===== src/rtl/axis_strobed_reader_if.sv =====
// Stream handshake between the TX sample FIFO (master) and the strobed
// reader (slave). The FIFO presents data/valid; the reader answers with
// a one-cycle pop request on s_tready.
interface axis_strobed_reader_if #(
  parameter int WIDTH = 32
) ();
  logic [WIDTH-1:0] s_tdata;
  logic             s_tvalid;
  logic             s_tready;

  modport master (
    output s_tdata,
    output s_tvalid,
    input  s_tready
  );

  modport slave (
    input  s_tdata,
    input  s_tvalid,
    output s_tready
  );
endinterface


===== src/rtl/axis_strobed_reader.sv =====
// Strobed drain engine for the TX sample FIFO.
// Waits for a prefill occupancy, then pops one sample per sample_strobe and
// presents it as a registered, strobe-aligned sample with a last flag.
// An empty FIFO on a strobe still fills the DAC slot and sets a sticky
// underrun flag without consuming packet length.
// Optional build macro STROBED_READER_UNDERRUN_HOLD_EN: underrun slots repeat
// the previously emitted sample instead of emitting zero.
module axis_strobed_reader #(
  parameter int WIDTH = 32,
  parameter int LEN_W = 16
) (
  input  logic                 clk,
  input  logic                 reset,
  input  logic                 clear,
  input  logic                 start,
  input  logic [LEN_W-1:0]     pkt_len,
  input  logic [LEN_W-1:0]     prefill,
  input  logic [LEN_W-1:0]     occupied,
  axis_strobed_reader_if.slave s_axis,
  input  logic                 sample_strobe,
  output logic [WIDTH-1:0]     o_sample,
  output logic                 o_sample_valid,
  output logic                 o_last,
  output logic                 busy,
  output logic                 done,
  output logic                 underrun
);

  typedef enum logic [1:0] {
    S_IDLE      = 2'd0,
    S_WAIT_FILL = 2'd1,
    S_STREAM    = 2'd2,
    S_DONE      = 2'd3
  } state_t;

  state_t           r_state;
  state_t           w_state_nxt;
  logic [LEN_W-1:0] r_remaining;
  logic [LEN_W-1:0] r_thr;
  logic             w_slot;
  logic             w_pop;
  logic             w_starve;
  logic             w_accept;

  // Next-state decode and per-cycle slot classification.
  always_comb begin
    w_state_nxt = r_state;
    w_slot      = 1'b0;
    w_pop       = 1'b0;
    w_starve    = 1'b0;
    w_accept    = 1'b0;
    case (r_state)
      S_IDLE: begin
        if (start) begin
          w_accept    = 1'b1;
          w_state_nxt = (pkt_len == '0) ? S_DONE : S_WAIT_FILL;
        end
      end
      S_WAIT_FILL: begin
        if (occupied >= r_thr) w_state_nxt = S_STREAM;
      end
      S_STREAM: begin
        w_slot   = sample_strobe;
        w_pop    = sample_strobe & s_axis.s_tvalid;
        w_starve = sample_strobe & ~s_axis.s_tvalid;
        if (w_pop && (r_remaining == LEN_W'(1))) w_state_nxt = S_DONE;
      end
      S_DONE: begin
        w_state_nxt = S_IDLE;
      end
      default: w_state_nxt = S_IDLE;
    endcase
  end

  assign s_axis.s_tready = w_slot;
  assign busy            = (r_state != S_IDLE);

  // State register; reset and clear both abort to IDLE.
  always_ff @(posedge clk) begin
    if (reset || clear) r_state <= S_IDLE;
    else                r_state <= w_state_nxt;
  end

  // Packet bookkeeping and the registered, strobe-aligned sample outputs.
  always_ff @(posedge clk) begin
    if (reset || clear) begin
      r_remaining    <= '0;
      r_thr          <= '0;
      o_sample       <= '0;
      o_sample_valid <= 1'b0;
      o_last         <= 1'b0;
      done           <= 1'b0;
      underrun       <= 1'b0;
    end else begin
      o_sample_valid <= 1'b0;
      o_last         <= 1'b0;
      done           <= (r_state == S_DONE);
      if (w_accept) begin
        r_remaining <= pkt_len;
        r_thr       <= (prefill < pkt_len) ? prefill : pkt_len;
        underrun    <= 1'b0;
      end
      if (w_pop) begin
        o_sample       <= s_axis.s_tdata;
        o_sample_valid <= 1'b1;
        o_last         <= (r_remaining == LEN_W'(1));
        r_remaining    <= r_remaining - LEN_W'(1);
      end else if (w_starve) begin
`ifdef STROBED_READER_UNDERRUN_HOLD_EN
        o_sample       <= o_sample;
`else
        o_sample       <= '0;
`endif
        o_sample_valid <= 1'b1;
        underrun       <= 1'b1;
      end
    end
  end

endmodule


===== src/flat_wrapper.sv =====
// flat-port wrapper written by rule: the top's interface ports become plain ports
module axis_strobed_reader_flat 
#(
  parameter int WIDTH = 32,
  parameter int LEN_W = 16
)
  (clk, reset, clear, start, pkt_len, prefill, occupied, sample_strobe, o_sample, o_sample_valid, o_last, busy, done, underrun, s_axis_s_tdata, s_axis_s_tvalid, s_axis_s_tready);
  axis_strobed_reader_if #(.WIDTH(WIDTH)) s_axis_i ();
  input  logic clk;
  input  logic reset;
  input  logic clear;
  input  logic start;
  input  logic [LEN_W-1:0] pkt_len;
  input  logic [LEN_W-1:0] prefill;
  input  logic [LEN_W-1:0] occupied;
  input  logic sample_strobe;
  output logic [WIDTH-1:0] o_sample;
  output logic o_sample_valid;
  output logic o_last;
  output logic busy;
  output logic done;
  output logic underrun;
  input wire logic [$bits(s_axis_i.s_tdata)-1:0] s_axis_s_tdata;
  input wire logic [$bits(s_axis_i.s_tvalid)-1:0] s_axis_s_tvalid;
  output wire logic [$bits(s_axis_i.s_tready)-1:0] s_axis_s_tready;
  assign s_axis_i.s_tdata = s_axis_s_tdata;
  assign s_axis_i.s_tvalid = s_axis_s_tvalid;
  assign s_axis_s_tready = s_axis_i.s_tready;
  axis_strobed_reader #(.WIDTH(WIDTH), .LEN_W(LEN_W)) u_core (.clk(clk), .reset(reset), .clear(clear), .start(start), .pkt_len(pkt_len), .prefill(prefill), .occupied(occupied), .s_axis(s_axis_i), .sample_strobe(sample_strobe), .o_sample(o_sample), .o_sample_valid(o_sample_valid), .o_last(o_last), .busy(busy), .done(done), .underrun(underrun));
endmodule

===== config.mk =====
export PLATFORM = sky130hd
export DESIGN_NAME = axis_strobed_reader_flat
export DESIGN_NICKNAME = d
export VERILOG_FILES = /design/src/rtl/axis_strobed_reader_if.sv /design/src/rtl/axis_strobed_reader.sv /design/src/flat_wrapper.sv
export SDC_FILE = /design/constraint.sdc
export NUM_CORES = 1
export LEC_CHECK = 0
export CORE_UTILIZATION = 38
export CTS_CLUSTER_DIAMETER = 150
export CTS_CLUSTER_SIZE = 8
export DETAILED_ROUTE_END_ITERATION = 8
export PLACE_DENSITY = 0.69
export SYNTH_ARGS = -nofsm -noshare
export SYNTH_HDL_FRONTEND = slang
export SYNTH_SLANG_ARGS = --single-unit

===== constraint.sdc =====
create_clock -name clk -period 2.6 [get_ports clk]
set_clock_uncertainty 0.15 [all_clocks]
set_input_delay 0.26 -clock clk [delete_from_list [all_inputs] [get_ports clk]]
set_output_delay 0.26 -clock clk [all_outputs]
set_load 0.1 [all_outputs]

**Word level (Yosys, flattened, before mapping)**

Index checks and enable logic that the tools add are counted.

- Output and inout port bits: 38
- Logic and storage cells: 51
- Register bits after elaboration: 70
- Input port bits: 86

- Bitwise logic cells: 4
- Add/subtract/negate cells: 1
- Equal/unequal tests: 7
- Mux-type cells: 20
- Magnitude comparators: 2
- Reductions and logical operators: 9

Operators with widths:

| operator | number |
|---|---|
| $mux W32 | 2 |
| $mux W16 | 3 |
| $eq A16 B1 Y1 const B | 1 |
| $ge A16 B16 Y1 | 1 |
| $logic_not A16 Y1 | 1 |
| $lt A16 B16 Y1 | 1 |
| $sub A16 B1 Y16 const B | 1 |
| $mux W1 | 10 |
| $mux W2 | 4 |
| $pmux W2 S4 | 1 |
| $reduce_bool A2 Y1 | 3 |
| $eq A2 B2 Y1 const B | 2 |
| $ne A2 B1 Y1 const B | 2 |
| $reduce_and A3 Y1 | 1 |
| $and A1 B1 Y1 | 2 |
| $eq A2 B1 Y1 const B | 1 |
| $logic_not A2 Y1 | 1 |
| $ne A2 B2 Y1 const B | 1 |
| $not A1 Y1 | 2 |
| $reduce_or A2 Y1 | 1 |
| $logic_and A1 B1 Y1 | 1 |
| $logic_or A1 B1 Y1 | 1 |

**Longest topological paths before layout**

Gate-level depths: netlist of the first run.

- Depth after elaboration: 5
- Depth in mapped cells: 10
- Depth with buffers taken out: 9

**Least setup slack after synthesis of the first run**

No wires, ideal clock.

- Path type: register -> register
- Start: reg u_core.r_state[0]
- End: reg u_core.o_sample[10]
- Setup time: 0.062 ns
- Path slack: 0.142 ns
- Period minus slack after synthesis: 2.458 ns
- Arrival: 2.245 ns
- Cell stages (with the launch flop): 9
- Data required time: 2.388 ns
- Cell sequence: dfxtp_1 -> inv_1 -> ha_1 -> nand2_1 -> inv_1 -> and3_1 -> clkbuf_1 -> clkbuf_1 -> a22o_1

- Word-level cells in the longest chain between the ends: 3
- Elaborated cells between the ends (all ways): 5
- Those cells by class: 1 x eq/ne; 3 x mux; 1 x reduce/logical

Ends and longest elaborated chain:

| element | line | text |
|---|---|---|
| start, declared | axis_strobed_reader.sv:36 | `state_t r_state;` |
| start signal, assigned | axis_strobed_reader.sv:81 | `else r_state <= w_state_nxt;` |
| $eq A2 B2 Y1 (*) | axis_strobed_reader.sv:52 | `case (r_state)` |
| $mux W1 | axis_strobed_reader.sv:52 |  |
| $mux W32 / $reduce_bool A2 Y1 (equally long branches) | n/a |  |
| end signal, assigned | axis_strobed_reader.sv:104 | `o_sample <= s_axis.s_tdata;` |
| end, declared | axis_strobed_reader.sv:21 | `output logic [WIDTH-1:0] o_sample,` |

Mark *: on every way between the ends. The rest lies on a longest branch, timed or not.
A chain may end at the register's enable or synchronous reset.

**Worst setup path in the final report of the first run**

- Start: in prefill[8]
- End: reg u_core.r_thr[3]

- Word-level cells in the longest chain between the ends: 2

Ends and longest elaborated chain:

| element | line | text |
|---|---|---|
| start, declared | flat_wrapper.sv:14 | `input logic [LEN_W-1:0] prefill;` |
| $lt A16 B16 Y1 | axis_strobed_reader.sv:100 | `r_thr <= (prefill < pkt_len) ? prefill : pkt_len;` |
| $mux W16 | axis_strobed_reader.sv:100 |  |
| end signal, assigned | axis_strobed_reader.sv:100 |  |
| end, declared | axis_strobed_reader.sv:39 | `logic [LEN_W-1:0] r_thr;` |

Every way passes these cells.

==> run summary, run 1 <==
Critical Path Sink Type = register
cell at the root of the clock tree = sky130_fd_sc_hd__clkbuf_8
number of violations reported at the end of detailed-routing iteration 0 = 211
Yosys reg bits = 70
Final Net Count = 700
count of pins on the block boundary = 124
number of enable-type register cells in the synthesized netlist = 0
Pre-antenna DRT Iters = 5
failing checks = negative setup slack
total congestion overflow = 0
final cycle utilization of the critical path = 100%
biggest area consumer among synthesized cells = sky130_fd_sc_hd__dfxtp_1
Worst VDD drop = 0.000354 V
worst-margin pin slew = 0.916 ns
most frequently used flop master after synthesis = sky130_fd_sc_hd__dfxtp_1
post-route total power = 2760 µW
maximum fanout along the worst path = 7
CTS HTree Levels = 3
commonest cells after routing, fill and taps aside = 83 x sky130_fd_sc_hd__buf_4, 75 x sky130_fd_sc_hd__clkdlybuf4s50_1, 70 x sky130_fd_sc_hd__dfxtp_1, 37 x sky130_fd_sc_hd__inv_1
core footprint = 0.00928 mm²
Clock Tree Buf Depth = 2
Die X = 100 µm
antenna violations before repair = 0
signal arrival time at the worst endpoint = 2.73 ns
area delta synth->final = 53.8%
number of buffers added by the clock tree synthesis step = 9
Period minus WS final = 2.61 ns
Syn Std Cell Area = 0.00365 mm²
startpoint types = input pin
area fraction of the dominant cell type after synthesis = 38.4%
routing layer with the top usage in global route = met2
number of vias per cell after detailed routing = 5.39
required time worst endpoint = 2.72 ns
fraction of registers with async set/reset = 0%
Warnings, synthesis = 0
pin count of the biggest net entering global routing = 33
syn nets = 539
# clock sinks = 70
final number of max-transition violations = 0
most common cell after layout, fill and taps aside = sky130_fd_sc_hd__buf_4
met2 track utilization from global routing = 37.9%
Maximum Capacitance Violations = 0
number of setup violations in the final report = 1
synth top area cells = sky130_fd_sc_hd__dfxtp_1 38%, sky130_fd_sc_hd__ha_1 13%, sky130_fd_sc_hd__a22o_1 7.7%, sky130_fd_sc_hd__o21ai_0 4.5%, sky130_fd_sc_hd__inv_1 4.2%
met3 GRT Util = 2.79%
final number of hold-violating endpoints = 0
TritonCTS clock tree = built
WL per Instance = 16.0 µm
Die Height = 100 µm
number of buffer cells added on primary ports = 123
worst setup slack after layout = -0.0123 ns
number of filler instances in the final layout = 815
average size of a mapped cell = 8.79 µm²
power density relative to cell area = 492 mW/mm²
total routing usage reported by global routing = 22.8%
total of hold buffers inserted after clock tree synthesis = 0
Ant. Diodes = 0
wire length of the first global-routing pass = 17900 µm
type of the tightest min-delay check = input pin to register
met1 track demand over resource in global routing = 30.0%
worst max-slew margin expressed relative to the limit = 38.7%
number of cells produced by synthesis = 415
number of nets with antenna violations after routing = 0
vias post-DR = 3824
HPWL after detailed placement = 8450 µm
share of cells above drive strength 1 = 22.2%
leakage = 0.00241 µW
site row count = 35
routability cong. = 0.885
status = finished, violations left
register clock-pin slew on the reported worst setup and hold paths = 0.09 ns
Yosys cell types = 52
DRC viols = 0
sequential share of the synthesized area = 38.4%
insertion delay to the later sink of the worst-skew pair = 0.36 ns
classification of the worst setup path = input pin to register
full die area = 0.0100 mm²
core utilization of the finished layout = 60.4%
Total Negative Setup Slacks = -0.0123 ns
effective utilization at floorplan = 39.3%
achievable clock frequency = 383 MHz
final routed wirelength across all metal layers = 11400 µm
number of global-route vias before repair = 3691
==> critical path, cell delays in order <==
cell,delay [ns]
sky130_fd_sc_hd__clkdlybuf4s50_1,0.45
sky130_fd_sc_hd__ha_1,0.29
sky130_fd_sc_hd__nand4_1,0.18
sky130_fd_sc_hd__or4_4,0.57
sky130_fd_sc_hd__a221oi_2,0.18
sky130_fd_sc_hd__a2111o_1,0.24
sky130_fd_sc_hd__buf_6,0.16
sky130_fd_sc_hd__buf_4,0.11
sky130_fd_sc_hd__nor3_1,0.04
sky130_fd_sc_hd__a311oi_1,0.25
==> worst paths after layout <==
path	end	startpoint	slack, ns	depth (start not counted)
worst max register to register	u_core.r_state[0]$_SDFFE_PP0P_	u_core.r_remaining[7]$_SDFFE_PP0P_	0.12	6
worst max-delay path	u_core.r_thr[3]$_SDFFE_PP0P_	prefill[8]	-0.01	10
worst min register to register	u_core.o_sample[2]$_SDFFE_PP0P_	u_core.o_sample[2]$_SDFFE_PP0P_	0.33	1
worst min-delay path	u_core.r_remaining[7]$_SDFFE_PP0P_	pkt_len[7]	0.18	4
==> through the flow <==
| step | area [µm²] | hold WS, ns | setup WS (ns) | instances |
|---|---|---|---|---|
| global route | 5610 | 0.205 | -0.100 | 710 |
| floorplan | 3650 | 0.240 | 0.142 | 415 |
| global placement | 5170 | 0.308 | -0.293 | 684 |
| CTS | 5400 | 0.335 | 0.00819 | 700 |
| detailed placement | 5170 | 0.306 | -0.388 | 684 |
| finish | 5610 | 0.184 | -0.0123 | 710 |
==> logic make-up (layout without fill, tap and decap cells) <==
kind of cell             Yosys count  count (layout)  synth area share [%]
multiplexers                       2               2                 0.549
buffers and inverters             64             230                  6.76
AO/OA/AOI/OAI                    132             132                  26.0
flip-flops                        70              70                  38.4
adder cells (fa/ha/maj)           38              38                  13.0
AND/OR/NAND/NOR                  109             109                  15.3
==> power breakdown <==
group	switching (µW)	internal, µW	total (µW)
registers	23.9	1100	1130
clock network	476	555	1030
logic	292	314	606
total	791	1970	2760
==> cells in the mapped netlist, drive strengths merged, types with 2 or more instances <==
cell and count:
a211oi 6, a21oi 22, a222oi 3, a22o 32, a311oi 17, and2 2, and3 2, buf 4
clkbuf 19, dfxtp 70, ha 38, inv 41, mux2i 2, nand2 20, nand3 7, nand4 5
nor2 22, nor3 27, nor4 10, o21a 2, o21ai 33, o221ai 2, o311ai 2, or2 2
or3 3, or4 2
==> sequential cells by signal, indices dropped and copies added, names as in the netlist <==
signal and cells:
u_core.r_remaining 16, u_core.underrun 1, u_core.r_thr 16, u_core.o_sample_valid 1, u_core.o_last 1, u_core.r_state 2
u_core.done 1, u_core.o_sample 32
==> cell type report <==
class,count,area (µm²),share of cell area [%]
Clock inverter,7,105,1.87
Tap cell,129,161,2.88
Clock buffer,9,124,2.21
Multi-Input combinational cell,281,2110,37.6
Timing Repair Buffer,173,1550,27.7
Inverter,41,154,2.74
Sequential cell,70,1400,25.0
==> metal layers <==
| metal | part of all wire, % | up-vias |
|---|---|---|
| met5 | 0 | - |
| met4 | 2.9 | 0 |
| li1 | - | 1875 |
| met2 | 48 | 141 |
| met3 | 4.6 | 24 |
| met1 | 45 | 1784 |
==> repair_timing <==
action,4_1_cts,5_1_grt
setup endpoints to repair,9,17
setup buffers,0,9
pin swaps,1,11
cloned,0,1
gates resized for setup,2,31
No activity file was read; power rests on OpenSTA's default activity.
==> run 2, diff against run 1 <==
- CORE_ASPECT_RATIO: default -> 0.75
- HOLD_SLACK_MARGIN: default -> 0.1
==> run summary, run 2 (synthesis gave the netlist of run 1 again) <==
final number of hold-violating endpoints = 0 (unchanged)
site row count = 30 (-14%)
total routing usage reported by global routing = 23.2% (+0.37 points)
number of vias per cell after detailed routing = 5.47 (+1.5%)
CP bufs+invs = 5 (+2)
CTS HTree Levels = 3 (unchanged)
Final Net Count = 707 (+1.0%)
number of nets with antenna violations after routing = 0 (unchanged)
type of the tightest min-delay check = input pin to register
share of cells above drive strength 1 = 24.1% (+1.9 points)
signal arrival time at the worst endpoint = 2.70 ns (-0.03 ns)
worst setup slack after layout = -0.0154 ns (-0.00312 ns)
Ant. Diodes = 0 (unchanged)
Clock Tree Buf Depth = 2 (unchanged)
start point of the worst hold path = pkt_len[4]
failing checks = negative setup slack
maximum fanout along the worst path = 6 (-1)
number of flip-flops in the largest register = 32 (unchanged)
antenna violations before repair = 0 (unchanged)
number of buffer cells added on primary ports = 123 (unchanged)
power density relative to cell area = 547 mW/mm² (+11%)
HPWL after detailed placement = 8410 µm (-0.48%)
registers with the most flip-flops = u_core.o_sample x32, u_core.r_remaining x16, u_core.r_thr x16
total congestion overflow = 0 (unchanged)
cell area after layout = 0.00586 mm² (+4.4%)
final-layout worst hold slack = 0.123 ns (-0.0607 ns)
count of pins on the block boundary = 124 (unchanged)
achievable clock frequency = 382 MHz (-0.12%)
worst-margin pin slew = 0.551 ns (-0.365 ns)
Pre-antenna DRT Iters = 5 (unchanged)
vias post-DR = 3914 (+2.4%)
met1 track demand over resource in global routing = 33.3% (+3.4 points)
required time worst endpoint = 2.68 ns (-0.04 ns)
most repeated library cell on the critical path = sky130_fd_sc_hd__buf_6
WL per Instance = 16.1 µm (+0.62%)
number of violations reported at the end of detailed-routing iteration 0 = 303 (+44%)
number of buffers added by the clock tree synthesis step = 9 (unchanged)
status = finished, violations left
core footprint = 0.00920 mm² (-0.94%)
effective utilization at floorplan = 39.7% (+0.37 points)
Slowest cell on crit path = sky130_fd_sc_hd__clkdlybuf4s50_1
wire length of the first global-routing pass = 18000 µm (+0.38%)
hold path depth = 3 (-1)
Die Height = 86.9 µm (-13%)
Die X = 115 µm (+15%)
startpoint of the most critical register-to-register path = u_core.r_remaining[7]$_SDFFE_PP0P_
most flop-heavy register = u_core.o_sample
endpoint of the worst hold path = u_core.r_thr[4]$_SDFFE_PP0P_
leakage = 0.00253 µW (+4.9%)
Worst VDD drop = 0.000286 V (-19%)
Maximum Capacitance Violations = 0 (unchanged)
insertion delay to the later sink of the worst-skew pair = 0.33 ns (-0.03 ns)
area delta synth->final = 60.5%
cell at the root of the clock tree = sky130_fd_sc_hd__clkbuf_16
full die area = 0.0100 mm² (about the same)
worst max-slew margin expressed relative to the limit = 62.9% (+24 points)
DRC viols = 0 (unchanged)
largest delay contributor family on the critical path = compound AO/OA/AOI/OAI gates
number of setup violations in the final report = 1 (unchanged)
slowest stage delay, CP = 0.61 ns (+0.04 ns)
final routed wirelength across all metal layers = 11500 µm (+1.5%)
r2r worst-path depth = 6 (unchanged)
Cell Area, Placed = 0.00523 mm² (+1.1%)
met2 track utilization from global routing = 36.4% (-1.6 points)
Worst path depth = 9 (-1)
met3 GRT Util = 3.55% (+0.76 points)
register clock-pin slew on the reported worst setup and hold paths = 0.06 ns (-0.03 ns)
Period minus WS final = 2.62 ns (+0.00312 ns)
# clock sinks = 70 (unchanged)
routing layer with the top usage in global route = met2
critical-path cell list = clkdlybuf4s50_1 > inv_1 > o21ai_0 > a221oi_4 > a2111o_1 > buf_6 > buf_6 > buf_4 > a311oi_2
reg-to-reg setup timing slack = 0.10 ns (-0.02 ns)
Total Negative Setup Slacks = -0.0154 ns (-0.00312 ns)
startpoint types = input pin
most common cell after layout, fill and taps aside = sky130_fd_sc_hd__buf_4
commonest cells after routing, fill and taps aside = 88 x sky130_fd_sc_hd__buf_4, 70 x sky130_fd_sc_hd__clkdlybuf4s50_1, 70 x sky130_fd_sc_hd__dfxtp_1, 36 x sky130_fd_sc_hd__inv_1
final number of max-transition violations = 0 (unchanged)
classification of the worst setup path = input pin to register
TritonCTS clock tree = built
number of global-route vias before repair = 3585 (-2.9%)
final cycle utilization of the critical path = 101% (+0.12 points)
pin count of the biggest net entering global routing = 35 (+6.1%)
Crit Reg-Reg Endpoint = u_core.r_state[1]$_SDFFE_PP0P_
Critical Path Sink Type = register
routability cong. = 0.885 (about the same)
## run 2: cell types whose count changed in the layout (fill, tap and decap cells not counted), sizes merged
cell,delta
bufinv,+1
clkdlybuf4s50,-5
clkinvlp,-1
inv,+1
dlymetal6s2s,+2
dlygate4sd2,+3
clkinv,-1
buf,+7
## run 2: metal layers
| metal | routed length, µm | vias to the layer above | share of wire, % |
|---|---|---|---|
| met1 | 5600 | 1845 | 48 |
| met3 | 633 | 19 | 5.5 |
| met5 | 0 | - | 0 |
| met4 | 111 | 0 | 0.96 |
| li1 | - | 1900 | - |
| met2 | 5210 | 150 | 45 |
## run 2: through the flow
| stage | util, % | power (µW) | instances | worst slack, ns |
|---|---|---|---|---|
| after floorplan | - | 1410 | 415 | 0.142 |
| after global routing | 63.7 | 3340 | 716 | -0.0519 |
| after detailed placement | 56.8 | 1700 | 689 | -0.437 |
| after global placement | 56.8 | 1690 | 689 | -0.277 |
| after CTS | 61.8 | 3190 | 713 | 0.000218 |
| final | 63.7 | 3200 | 716 | -0.0154 |
## run 2: worst max-delay path by stage
stage                                               from                          endpoint  slack, ns
after floorplan           u_core.r_state[0]$_SDFFE_PP0P_  u_core.o_sample[10]$_SDFFE_PP0P_       0.14
after CTS                                    pkt_len[13]      u_core.r_thr[8]$_SDFFE_PP0P_     0.0002
final                                         pkt_len[0]      u_core.r_thr[5]$_SDFFE_PP0P_      -0.02
after global routing                          pkt_len[0]     u_core.r_thr[13]$_SDFFE_PP0P_      -0.05
after global placement                       pkt_len[15]     u_core.r_thr[15]$_SDFFE_PP0P_      -0.28
after detailed placement                     pkt_len[15]      u_core.r_thr[3]$_SDFFE_PP0P_      -0.44
## run 2: where the power goes
| part | leakage [µW] | internal [µW] | switching (µW) |
|---|---|---|---|
| clock | 0.000173 | 954 | 493 |
| sequential | 0.000568 | 1100 | 24.4 |
| combinational | 0.00179 | 326 | 304 |
| total | 0.00253 | 2380 | 821 |
## run 2: worst register-to-register path: stages, from the launching register on
cell,delay [ns]
sky130_fd_sc_hd__dfxtp_1,0.35
sky130_fd_sc_hd__or3_4,0.41
sky130_fd_sc_hd__or4_4,0.43
sky130_fd_sc_hd__or3_1,0.41
sky130_fd_sc_hd__o21a_1,0.22
sky130_fd_sc_hd__a211oi_2,0.25
sky130_fd_sc_hd__mux2i_1,0.23
## run 2: timing repair
item / CTS / global route
buffers inserted: 6 / 3
gates resized for setup: 16 / 31
hold buffers: 0 / 0
gates cloned: 2 / 0
pin swaps: 14 / 6
setup endpoints to repair: 16 / 17
## run 2: area by class of cell
cell class	instances	area, µm²
clock inverter	7	128
tap	128	160
timing repair buffer	180	1630
fill	763	3340
clock buffer	9	225
multi-input combinational	281	2160
inverter	41	154
sequential	70	1400
